**config.mk**
```make
export PLATFORM = sky130hd
export DESIGN_NAME = adder
export DESIGN_NICKNAME = d
export VERILOG_FILES = /design/src/rtl/adder.sv
export SDC_FILE = /design/constraint.sdc
export NUM_CORES = 1
export LEC_CHECK = 0
export BUFFER_PORTS_ARGS = -buffer_cell sky130_fd_sc_hd__buf_2
export CAP_MARGIN = 5
export CORE_MARGIN = 2
export CORE_UTILIZATION = 30
export CTS_BUF_LIST = sky130_fd_sc_hd__clkbuf_8
export DETAILED_ROUTE_END_ITERATION = 8
export PLACE_DENSITY = 0.58
export SLEW_MARGIN = 40
export SYNTH_ARGS = -nofsm -noshare
export SYNTH_HDL_FRONTEND = slang
export SYNTH_SLANG_ARGS = --single-unit
```
**constraint.sdc**
```tcl
create_clock -name clk -period 0.8 [get_ports clk]
set_input_delay 0.08 -clock clk [delete_from_list [all_inputs] [get_ports clk]]
set_output_delay 0.08 -clock clk [all_outputs]
set_load 0.05 [all_outputs]
```
**src/rtl/adder.sv**
```systemverilog
// Saturating two's-complement adder/subtractor with a one-cycle registered result.
// The raw sum comes from 4-bit carry-lookahead slices whose group generate and
// propagate terms feed a second-level lookahead unit, so no carry ripples
// through all of the bits in series.

// 4-bit carry-lookahead slice: local sum plus group generate/propagate.
module adder_cla4 (
    input  logic       cin,
    input  logic [3:0] a,
    input  logic [3:0] b,
    output logic [3:0] sum,
    output logic       gg,
    output logic       pg
);

    logic [3:0] g;
    logic [3:0] p;
    logic [3:0] c;

    assign g = a & b;
    assign p = a ^ b;

    // Every internal carry is a flat function of g, p and cin, never of a neighbouring carry.
    assign c[0] = cin;
    assign c[1] = g[0] | (p[0] & cin);
    assign c[2] = g[1] | (p[1] & g[0]) | (p[1] & p[0] & cin);
    assign c[3] = g[2] | (p[2] & g[1]) | (p[2] & p[1] & g[0])
                | (p[2] & p[1] & p[0] & cin);

    assign sum = p ^ c;

    // Group terms are independent of cin, so the upper lookahead level has no loop through the slices.
    assign gg = g[3] | (p[3] & g[2]) | (p[3] & p[2] & g[1])
              | (p[3] & p[2] & p[1] & g[0]);
    assign pg = &p;

endmodule

module adder #(
    parameter int WIDTH = 16
) (
    input  logic             clk,
    input  logic             rst_n,
    input  logic [WIDTH-1:0] A,
    input  logic [WIDTH-1:0] B,
    input  logic             Sub,
    output logic [WIDTH-1:0] Sum,
    output logic             Ovfl
);

    localparam int NS = WIDTH / 4;

    localparam logic [WIDTH-1:0] MAXPOS = {1'b0, {(WIDTH-1){1'b1}}};
    localparam logic [WIDTH-1:0] MAXNEG = {1'b1, {(WIDTH-1){1'b0}}};

    // Carry into slice idx+1, written out as a flat OR of products over the
    // lower slices' group generate and propagate terms and the carry-in.
    function automatic logic lookahead(input logic [NS-1:0] g,
                                       input logic [NS-1:0] p,
                                       input logic          cin,
                                       input int            idx);
        logic c;
        logic pp;
        c  = 1'b0;
        pp = 1'b1;
        for (int k = idx; k >= 0; k--) begin
            c  = c | (pp & g[k]);
            pp = pp & p[k];
        end
        c = c | (pp & cin);
        return c;
    endfunction

    logic [WIDTH-1:0] beff;
    logic [WIDTH-1:0] raw;
    logic [NS-1:0]    sg;
    logic [NS-1:0]    sp;
    logic [NS-1:0]    sc;
    logic             posovf;
    logic             negovf;
    logic [WIDTH-1:0] result;

    // Subtraction reuses the adder: invert B here, and Sub becomes the carry-in below.
    assign beff = Sub ? ~B : B;

    for (genvar s = 0; s < NS; s++) begin : g_slice
        adder_cla4 u_cla4 (
            .cin (sc[s]),
            .a   (A[4*s+3:4*s]),
            .b   (beff[4*s+3:4*s]),
            .sum (raw[4*s+3:4*s]),
            .gg  (sg[s]),
            .pg  (sp[s])
        );
    end

    // Second-level lookahead: forms every slice carry-in from the group terms and Sub.
    always_comb begin
        sc    = '0;
        sc[0] = Sub;
        for (int s = 1; s < NS; s++) begin
            sc[s] = lookahead(sg, sp, Sub, s - 1);
        end
    end

    // Overflow is judged on sign bits only; the carry out of the top bit is never formed.
    always_comb begin
        posovf = ~A[WIDTH-1] & ~beff[WIDTH-1] &  raw[WIDTH-1];
        negovf =  A[WIDTH-1] &  beff[WIDTH-1] & ~raw[WIDTH-1];
        result = raw;
        if (posovf) begin
            result = MAXPOS;
        end else if (negovf) begin
            result = MAXNEG;
        end
    end

    // Result register: cleared asynchronously, reloaded on every rising edge.
    always_ff @(posedge clk or negedge rst_n) begin
        if (!rst_n) begin
            Sum  <= '0;
            Ovfl <= 1'b0;
        end else begin
            Sum  <= result;
            Ovfl <= posovf | negovf;
        end
    end

endmodule

```
==> out/qor.yml, run 1 <==
die:
  die_h_um: 74.36
  die_w_um: 74.36
  die_area_mm2: 0.005529
  num_rows: 25
  io_pins: 52
  core_region_area_mm2: 0.004755
  initial_utilization: 0.3124
placed_design:
  hpwl_um: 2945
  gp_congestion: 0.7587
  placedCellCount: 314
  port_buffers: 51
power_and_ir_drop:
  power_mw: 5.905
  leakage_nw: 1.301
  clkPwrFrac: 0.102
  seq_power_share: 0.216
  combPwrFrac: 0.682
  p_int_mw: 3.286
  switchingPower_mw: 2.619
  p_per_area_mw_per_mm2: 2190
  p_sw_frac: 0.4436
  irDropWorstVdd_uv: 1176
clock_tree:
  cts_sinks: 17
  clockBufferDepth: 2
  htree_levels: 1
  root_buffer: "clkbuf_8"
  cts_tree: "done"
  cts.clk_slew.worst_paths_ps: 60
  numCtsBuffers: 3
setup_path:
  crit_path_frequent_cell: "buf_12"
  worstPathRequired_ps: 930
  path_max_fanout: 8
  slowest_stage: "ha_1"
  crit_chain: "buf_12, buf_4, xor2_2, ha_1, nand2_2, nor3_4, a32oi_4, buf_6, a31o_4, o21ai_4, buf_12, o21ai_1"
  crit_path_start: "Sub"
  critical-path-max-stage-delay_ps: 340
  endpoint_kind: "register"
  cp.arrival_ps: 2120
  startpoint_type: "primary input"
  crit_type: "primary input to register"
drt:
  post_drt_wl_per_cell_um: 11.14
  wl_met1_um: 1691
  ant_nets: 0
  drt_iter0_drc: 36
  vias: 1474
  drc: 0
  dr.pass1.iters: 4
  wl_met2_um: 1792
  drt-total-wl_um: 3699
  dr.max_layer_used: "met4"
  via_per_inst: 4.440
  routed-wl-met3_um: 160
sta:
  slew_headroom: 0.7625
  fin_ws_ps: -1191
  worst_pin_slew_ps: 356.3
  period_share: 2.488
  finalHoldViolations: 0
  rsz0062_at_grt: "yes"
  drv_slew: 0
  clock.fmax_mhz: 502.4
  timing.hold.ws_ps: 266.5
  setup_viol: 34
  post-route-min-period_ps: 1991
synthesis:
  synthCells: 153
  synthesis.nets: 208
  ys_seq_area_frac: 0.2864
  ys_ff_latch: 17
  synth_cell_types: 38
  syn-cell-area_mm2: 0.001485
  yosysWarnings: 0
  synth_area_per_cell_um2: 9.707
cells_and_area:
  stdcell_count: 332
  final_nets: 321
  antenna_cells: 0
  drive_gt1_frac: 0.5925
  utilization: 0.5671
  area.growth.synth_to_final_pct: 81.55
run_status:
  run_status: "complete, but fails checks"
  violations: "negative setup slack"
global_routing:
  grt_pass1_vias: 1357
  grt_overflow_total: 0
  grt_pass1_wl_um: 6051
  grt_max_degree: 18
  grt_use_total: 0.1419
  antenna_found_initial: 0
worst_hold_path:
  hold_class: "primary input to asynchronous set/reset pin"
run:
  max-cap-violations: 0
stage by stage:
step / TNS [ps] / cell area (µm²) / setup slack, ps
6_report: -20590 / 2696 / -1191
5_1_grt: -22120 / 2696 / -1249
4_1_cts: -20180 / 2613 / -1156
3_5_place_dp: -26210 / 2200 / -1646
3_3_place_gp: -25190 / 2200 / -1558
2_1_floorplan: -22190 / 1553 / -1452
critical path, delay by kind of cell:
family	cells	cell delay, ps
and+or+nand+nor	2	330
AOI/OAI and AO/OA	4	660
xor gates and xnor gates	1	140
adders and majority gates	1	340
buffers and inverters	4	550
routing by layer:
metal,vias up,track usage
met5,-,0
li1,765,-
met3,5,0.01626
met1,660,0.1914
met2,44,0.2330
met4,0,0.05357
sequential cells by signal, indices dropped and copies added (netlist names):
| signal | cells |
|---|---|
| Sum | 16 |
| Ovfl | 1 |
synth_stat cells (all sizes together):
master	count	area share
nor2	8	0.020
o211ai	1	0.0051
nor3	1	0.0067
mux2	1	0.0076
a211oi	3	0.019
a21oi	17	0.065
inv	10	0.025
nor2b	1	0.0042
a21o	2	0.010
and3	1	0.0076
o31a	1	0.0067
a311oi	1	0.0059
xnor2	5	0.029
a32oi	1	0.011
o2111ai	1	0.0059
mux2i	1	0.0067
a31o	1	0.0059
o21a	2	0.010
nand2	6	0.015
ha	17	0.14
a31oi	2	0.0084
buf	4	0.021
o21bai	1	0.0051
dfrtp	17	0.29
fa	3	0.040
o21ai	15	0.063
nand2b	2	0.0084
xor2	22	0.13
a211o	1	0.0059
nand3	4	0.017
o22ai	1	0.0042
repair_timing:
action,in CTS,in global routing
hold endpoints to repair,17,0
setup buffers,6,4
hold buffers,1,0
gates cloned,2,1
resized for setup,66,9
pin swaps,20,13
endpoints found under the setup margin,34,34
cell usage in the layout (no fill, tap or decap), types with 2 or more instances in the layout:
cell / netlist / final
nand2_1: 6 / 2
a21oi_1: 14 / 8
o21ai_4: 0 / 2
and3_4: 1 / 2
dfrtp_1: 17 / 17
ha_1: 17 / 16
buf_6: 2 / 21
buf_16: 0 / 2
nand3_1: 3 / 2
a21oi_2: 3 / 9
buf_12: 0 / 2
o21ai_0: 8 / 2
buf_4: 0 / 51
o21ai_2: 5 / 8
fa_1: 3 / 2
buf_2: 1 / 33
xor2_1: 22 / 19
clkbuf_8: 0 / 3
o21a_1: 2 / 2
a21o_1: 2 / 2
o21ai_1: 2 / 3
nand2b_1: 2 / 2
xor2_2: 0 / 2
nand2_2: 0 / 3
nor2_1: 8 / 7
xnor2_1: 5 / 4
inv_1: 10 / 10
final timing paths:
path | cells past startpoint | endpoint
worst min-delay path | 2 | Sum[4]$_DFF_PN0_
min in group clk | 4 | Sum[14]$_DFF_PN0_
worst max-delay path | 12 | Sum[5]$_DFF_PN0_
max in group asynchronous | 2 | Sum[13]$_DFF_PN0_
power groups by stage:
stage	Clock, mW	Combinational (mW)	Sequential, mW
detailed placement	0	3.26	1.22
global placement	0	3.22	1.22
CTS	0.619	3.90	1.28
floorplan	0	1.16	2.29
global route	0.653	4.30	1.30
finish	0.604	4.03	1.28
area by class of cell:
cell class	instances	area, µm²
Sequential cell	17	425.4
Clock inverter	1	3.754
Inverter	10	37.54
Multi-Input combinational cell	123	1200
Timing Repair Buffer	111	904.6
Clock buffer	3	41.29
Fill cell	434	2058
Tap cell	67	83.83
cell families (layout without fill, tap and decap cells):
logic type,Yosys count,in the layout,share of synthesized area
AOI/OAI and AO/OA,50,50,0.2308
xor gates and xnor gates,27,27,0.1592
adders and majority gates,20,20,0.1837
buffers and inverters,14,125,0.04633
DFF,17,17,0.2864
muxes,2,2,0.01432
and+or+nand+nor,23,24,0.07919
No activity file was read; power rests on OpenSTA's default activity.
==> run 2, diff against run 1 <==
Settings changed: CTS_BUF_LIST sky130_fd_sc_hd__clkbuf_8 to sky130_fd_sc_hd__clkbuf_4.
==> run 2 against run 1 <==
Compared with the run above:
- the flow still finishes with violations (negative setup slack)
- power shrank 2.9%
- maximum frequency grew 2.6%
- utilization shrank 0.053 points
- final cell count shrank 0.30%
- routed wire length shrank 3.8%
- largest power group unchanged
- global-route usage shrank 0.22 points
- via count shrank 1.2%
- sequential power is essentially flat
- sequential cell count is the same
- critical path depth is the same
- clock power shrank 25%
==> out/qor.yml, run 2 (synthesis gave the netlist of run 1 again) <==
run_status:
  run_status: "complete, but fails checks"
  violations: "negative setup slack"
worst_hold_path:
  hold_class: "primary input to asynchronous set/reset pin"
cells_and_area:
  nFillCells: 430
  top_register: "Sum"
  utilization: 0.5666
  layout_commonest_cell: "buf_4"
  largest_reg_flops: 16
  seq_area_um2: 425.4
  biggestRegsByFlops: "Sum (16), Ovfl (1)"
  final_cell_mix: "buf_4 (50), buf_2 (33), buf_6 (22)"
  multi_input_area_mm2: 0.001206
  antenna_cells: 0
  area.growth.synth_to_final_pct: 81.38
  final_nets: 320
  drive_gt1_frac: 0.6023
clock_tree:
  cts_sinks: 17
  cts_tree: "done"
  numCtsBuffers: 3
  clockBufferDepth: 2
  htree_levels: 1
  root_buffer: "clkbuf_4"
  cts.clk_slew.worst_paths_ps: 80
die:
  num_rows: 25
  io_pins: 52
  die_w_um: 74.36
  die_h_um: 74.36
  die_area_mm2: 0.005529
  initial_utilization: 0.3124
  core_region_area_mm2: 0.004755
global_routing:
  grt_pass1_vias: 1357
  grt_overflow_total: 0
  grt_use_total: 0.1396
  grt_max_degree: 18
  grt_pass1_wl_um: 6009
  antenna_found_initial: 0
drt:
  drc: 0
  drt_iter0_drc: 35
  post_drt_wl_per_cell_um: 10.75
  dr.pass1.iters: 4
  ant_nets: 0
  via_per_inst: 4.402
  vias: 1457
  drt-total-wl_um: 3559
placed_design:
  port_buffers: 51
  hpwl_um: 2945
  gp_congestion: 0.7587
setup_path:
  critical-path-max-stage-delay_ps: 320
  startpoint_type: "primary input"
  path_buf_inv: 4
  path_max_fanout: 7
  slowest_stage: "ha_1"
  crit_path_frequent_cell: "buf_6"
  crit_type: "primary input to register"
  path_delay_family: "buffers and inverters"
  worstPathRequired_ps: 960
  cp.arrival_ps: 2100
  endpoint_kind: "register"
  crit_chain: "buf_12, buf_6, xor2_1, ha_1, nand2_2, nor3_4, buf_6, nand3_4, a31o_4, o21ai_4, clkbuf_16, a21oi_2"
sta:
  period_share: 2.424
  clock.fmax_mhz: 515.6
  setup_viol: 34
  slew_headroom: 0.7676
  drv_slew: 0
  finalHoldViolations: 0
  worst_pin_slew_ps: 348.6
  post-route-min-period_ps: 1940
  fin_ws_ps: -1140
  tns_ps: -20100
  timing.hold.ws_ps: 237.8
  rsz0062_at_grt: "yes"
power_and_ir_drop:
  leakage_nw: 1.293
  p_per_area_mw_per_mm2: 2129
  power_mw: 5.735
  irDropWorstVdd_uv: 1098
run:
  max-cap-violations: 0
-- run 2: final timing paths --
kind                                     end  depth (start not counted)  start  slack, ps
setup / recovery           Sum[10]$_DFF_PN0_                         12    Sub      -1140
hold / removal             Sum[11]$_DFF_PN0_                          2  rst_n        240
max in group asynchronous   Sum[0]$_DFF_PN0_                          2  rst_n        310
min in group clk            Sum[8]$_DFF_PN0_                          4   A[8]        290
-- run 2: final cells by class --
| cell class | count | area share |
|---|---|---|
| sequential | 17 | 0.1579 |
| tap | 67 | 0.03112 |
| inverter | 10 | 0.01393 |
| clock buffer | 4 | 0.01115 |
| timing repair buffer | 111 | 0.3381 |
| multi-input combinational | 122 | 0.4477 |
-- run 2: repair_timing --
item | CTS | global route
hold buffers | 1 | 0
gates cloned | 2 | 0
endpoints found under the hold margin | 17 | 0
resized for setup | 66 | 10
pin swaps | 21 | 16
setup endpoints to repair | 34 | 34
buffers inserted | 6 | 4
-- run 2: power breakdown --
| group | total, mW | switching, mW | internal (mW) | leakage [nW] |
|---|---|---|---|---|
| Combinational | 4.01 | 2.22 | 1.80 | 1.08 |
| Clock | 0.450 | 0.223 | 0.227 | 0.0184 |
| Sequential | 1.27 | 0.125 | 1.15 | 0.200 |
-- run 2: metrics by stage --
step / cells / setup WS, ps / instance area [µm²]
floorplan: 153 / -1452 / 1553
global placement: 314 / -1558 / 2200
detailed placement: 314 / -1646 / 2200
CTS: 327 / -1120 / 2597
global route: 331 / -1199 / 2694
finish: 331 / -1140 / 2694
-- run 2: layer usage --
| metal | GRT usage | part of all wire | wire [µm] | up-vias |
|---|---|---|---|---|
| met5 | 0 | 0 | 0 | - |
| met4 | 0.04167 | 0.0048 | 17 | 0 |
| met3 | 0.01626 | 0.041 | 145 | 2 |
| met2 | 0.2321 | 0.49 | 1750 | 39 |
| met1 | 0.1906 | 0.46 | 1647 | 654 |
| li1 | - | - | - | 762 |
==> run 3, diff against run 2 <==
Settings changed: GPL_TIMING_DRIVEN set to 0.
==> run 3 against run 2 <==
Compared with the run above:
- the run still ends with negative setup slack left
- non-clock buffer count fell by 18
- combinational power fell by 3%
- power fell by 1.9%
- die area did not move
- final cell count fell by 5.4%
- via count fell by 2.7%
==> out/qor.yml, run 3 (synthesis gave the netlist of run 1 again) <==
placed_design:
  pre_cts_ws_ps: -1837
  gp_congestion: 0.8075
  dpl_cell_area_mm2: 0.001892
  hpwl_um: 2621
  port_buffers: 51
  placedCellCount: 271
run_status:
  violations: "negative setup slack"
  run_status: "complete, but fails checks"
power_and_ir_drop:
  clkPwrFrac: 0.083
  irDropWorstVdd_uv: 1090
  switchingPower_mw: 2.591
  power_mw: 5.628
  p_int_mw: 3.038
  combPwrFrac: 0.690
  seq_power_share: 0.226
  p_per_area_mw_per_mm2: 2229
  p_sw_frac: 0.4603
  leakage_nw: 1.201
die:
  die_area_mm2: 0.005529
  die_h_um: 74.36
  num_rows: 25
  io_pins: 52
  initial_utilization: 0.3124
  core_region_area_mm2: 0.004755
  die_w_um: 74.36
sta:
  slew_headroom: 0.7675
  period_share: 2.631
  rsz0062_at_grt: "yes"
  worst_pin_slew_ps: 348.8
  tns_ps: -23060
  finalHoldViolations: 0
  drv_slew: 0
  fin_ws_ps: -1304
  clock.fmax_mhz: 475.2
  setup_viol: 34
  timing.hold.ws_ps: 233.8
  post-route-min-period_ps: 2104
drt:
  dr.pass1.iters: 4
  drc: 0
  vias: 1417
  ant_nets: 0
  via_per_inst: 4.527
  post_drt_wl_per_cell_um: 11.96
  drt-total-wl_um: 3743
  drt_iter0_drc: 22
setup_path:
  worstPathRequired_ps: 1020
  startpoint_type: "primary input"
  path_max_fanout: 6
  cp.arrival_ps: 2320
  crit_type: "primary input to register"
  cp-endpoint: "Sum[12]$_DFF_PN0_"
  crit_path_start: "Sub"
  endpoint_kind: "register"
cells_and_area:
  stdcell_count: 313
  seq_area_um2: 425.4
  area.growth.synth_to_final_pct: 70.01
  largest_reg_flops: 16
  utilization: 0.5311
  multi_input_area_mm2: 0.001167
  drive_gt1_frac: 0.5813
  final_cell_mix: "buf_2 (33), buf_4 (31), buf_6 (22)"
  nFillCells: 461
  layout_commonest_cell: "buf_2"
  final_nets: 302
  antenna_cells: 0
  top_register: "Sum"
  biggestRegsByFlops: "Sum (16), Ovfl (1)"
  final_area_mm2: 0.002525
clock_tree:
  cts.clk_slew.worst_paths_ps: 90
  cts_tree: "done"
  numCtsBuffers: 3
  htree_levels: 1
  clockBufferDepth: 2
  cts_sinks: 17
  root_buffer: "clkbuf_4"
run:
  max-cap-violations: 0
global_routing:
  antenna_found_initial: 0
  grt_pass1_wl_um: 5920
  grt_overflow_total: 0
  grt_max_degree: 18
  grt_pass1_vias: 1327
  grt_use_total: 0.1393
worst_hold_path:
  hold_class: "primary input to asynchronous set/reset pin"
-- run 3: cell count changes in the layout (fill, tap and decap cells not counted), moves of 2 or more --
cell,change
a21oi_1,-3
buf_4,-19
buf_8,+2
ha_4,-2
a21oi_2,+3
-- run 3: metal layers --
metal | global-route usage | up-vias | part of all wire | wire [µm]
met3 | 0.01491 | 4 | 0.040 | 148
met1 | 0.1840 | 653 | 0.45 | 1675
met2 | 0.2370 | 37 | 0.50 | 1880
li1 | - | 723 | - | -
met4 | 0.04762 | 0 | 0.010 | 38
met5 | 0 | - | 0 | 0
-- run 3: critical path, stage by stage --
cell      delay [ps]
buf_8            100
buf_12           130
buf_12           130
xor2_1           150
ha_1             290
o211ai_1         260
nor2_2            70
a21oi_2          180
o21a_1           180
o21ai_2           70
fa_2             540
inv_2             40
a21oi_2          100
-- run 3: power by group through the flow --
| stage | registers, mW | clock network [mW] | logic, mW |
|---|---|---|---|
| final | 1.27 | 0.469 | 3.89 |
| after global routing | 1.30 | 0.517 | 4.13 |
| after detailed placement | 1.21 | 0 | 2.88 |
| after CTS | 1.27 | 0.479 | 3.69 |
| after global placement | 1.22 | 0 | 2.86 |
| after floorplan | 2.29 | 0 | 1.16 |
-- run 3: area by class of cell --
cell class,count,area share
inverters,10,0.01487
well taps,67,0.03320
clock buffers,4,0.01189
repair buffers,89,0.2830
flip-flops and latches,17,0.1685
plain buffers,4,0.02626
multi-input cells,122,0.4623
-- run 3: worst min path at each step --
stage                        endpoint  slack (ps)  cells past startpoint
finish              Sum[10]$_DFF_PN0_         230                      2
global route         Sum[7]$_DFF_PN0_         260                      2
CTS                  Sum[3]$_DFF_PN0_         240                      2
detailed placement   Sum[7]$_DFF_PN0_           5                      1
floorplan              Ovfl$_DFF_PN0_        -220                      0
global placement     Sum[7]$_DFF_PN0_           7                      1
-- run 3: timing repair --
action / in CTS / in global routing
buffers inserted: 23 / 11
pin swaps: 22 / 29
endpoints found under the hold margin: 17 / 0
hold buffers: 1 / 0
cloned: 3 / 0
endpoints found under the setup margin: 34 / 34
resized for setup: 64 / 11
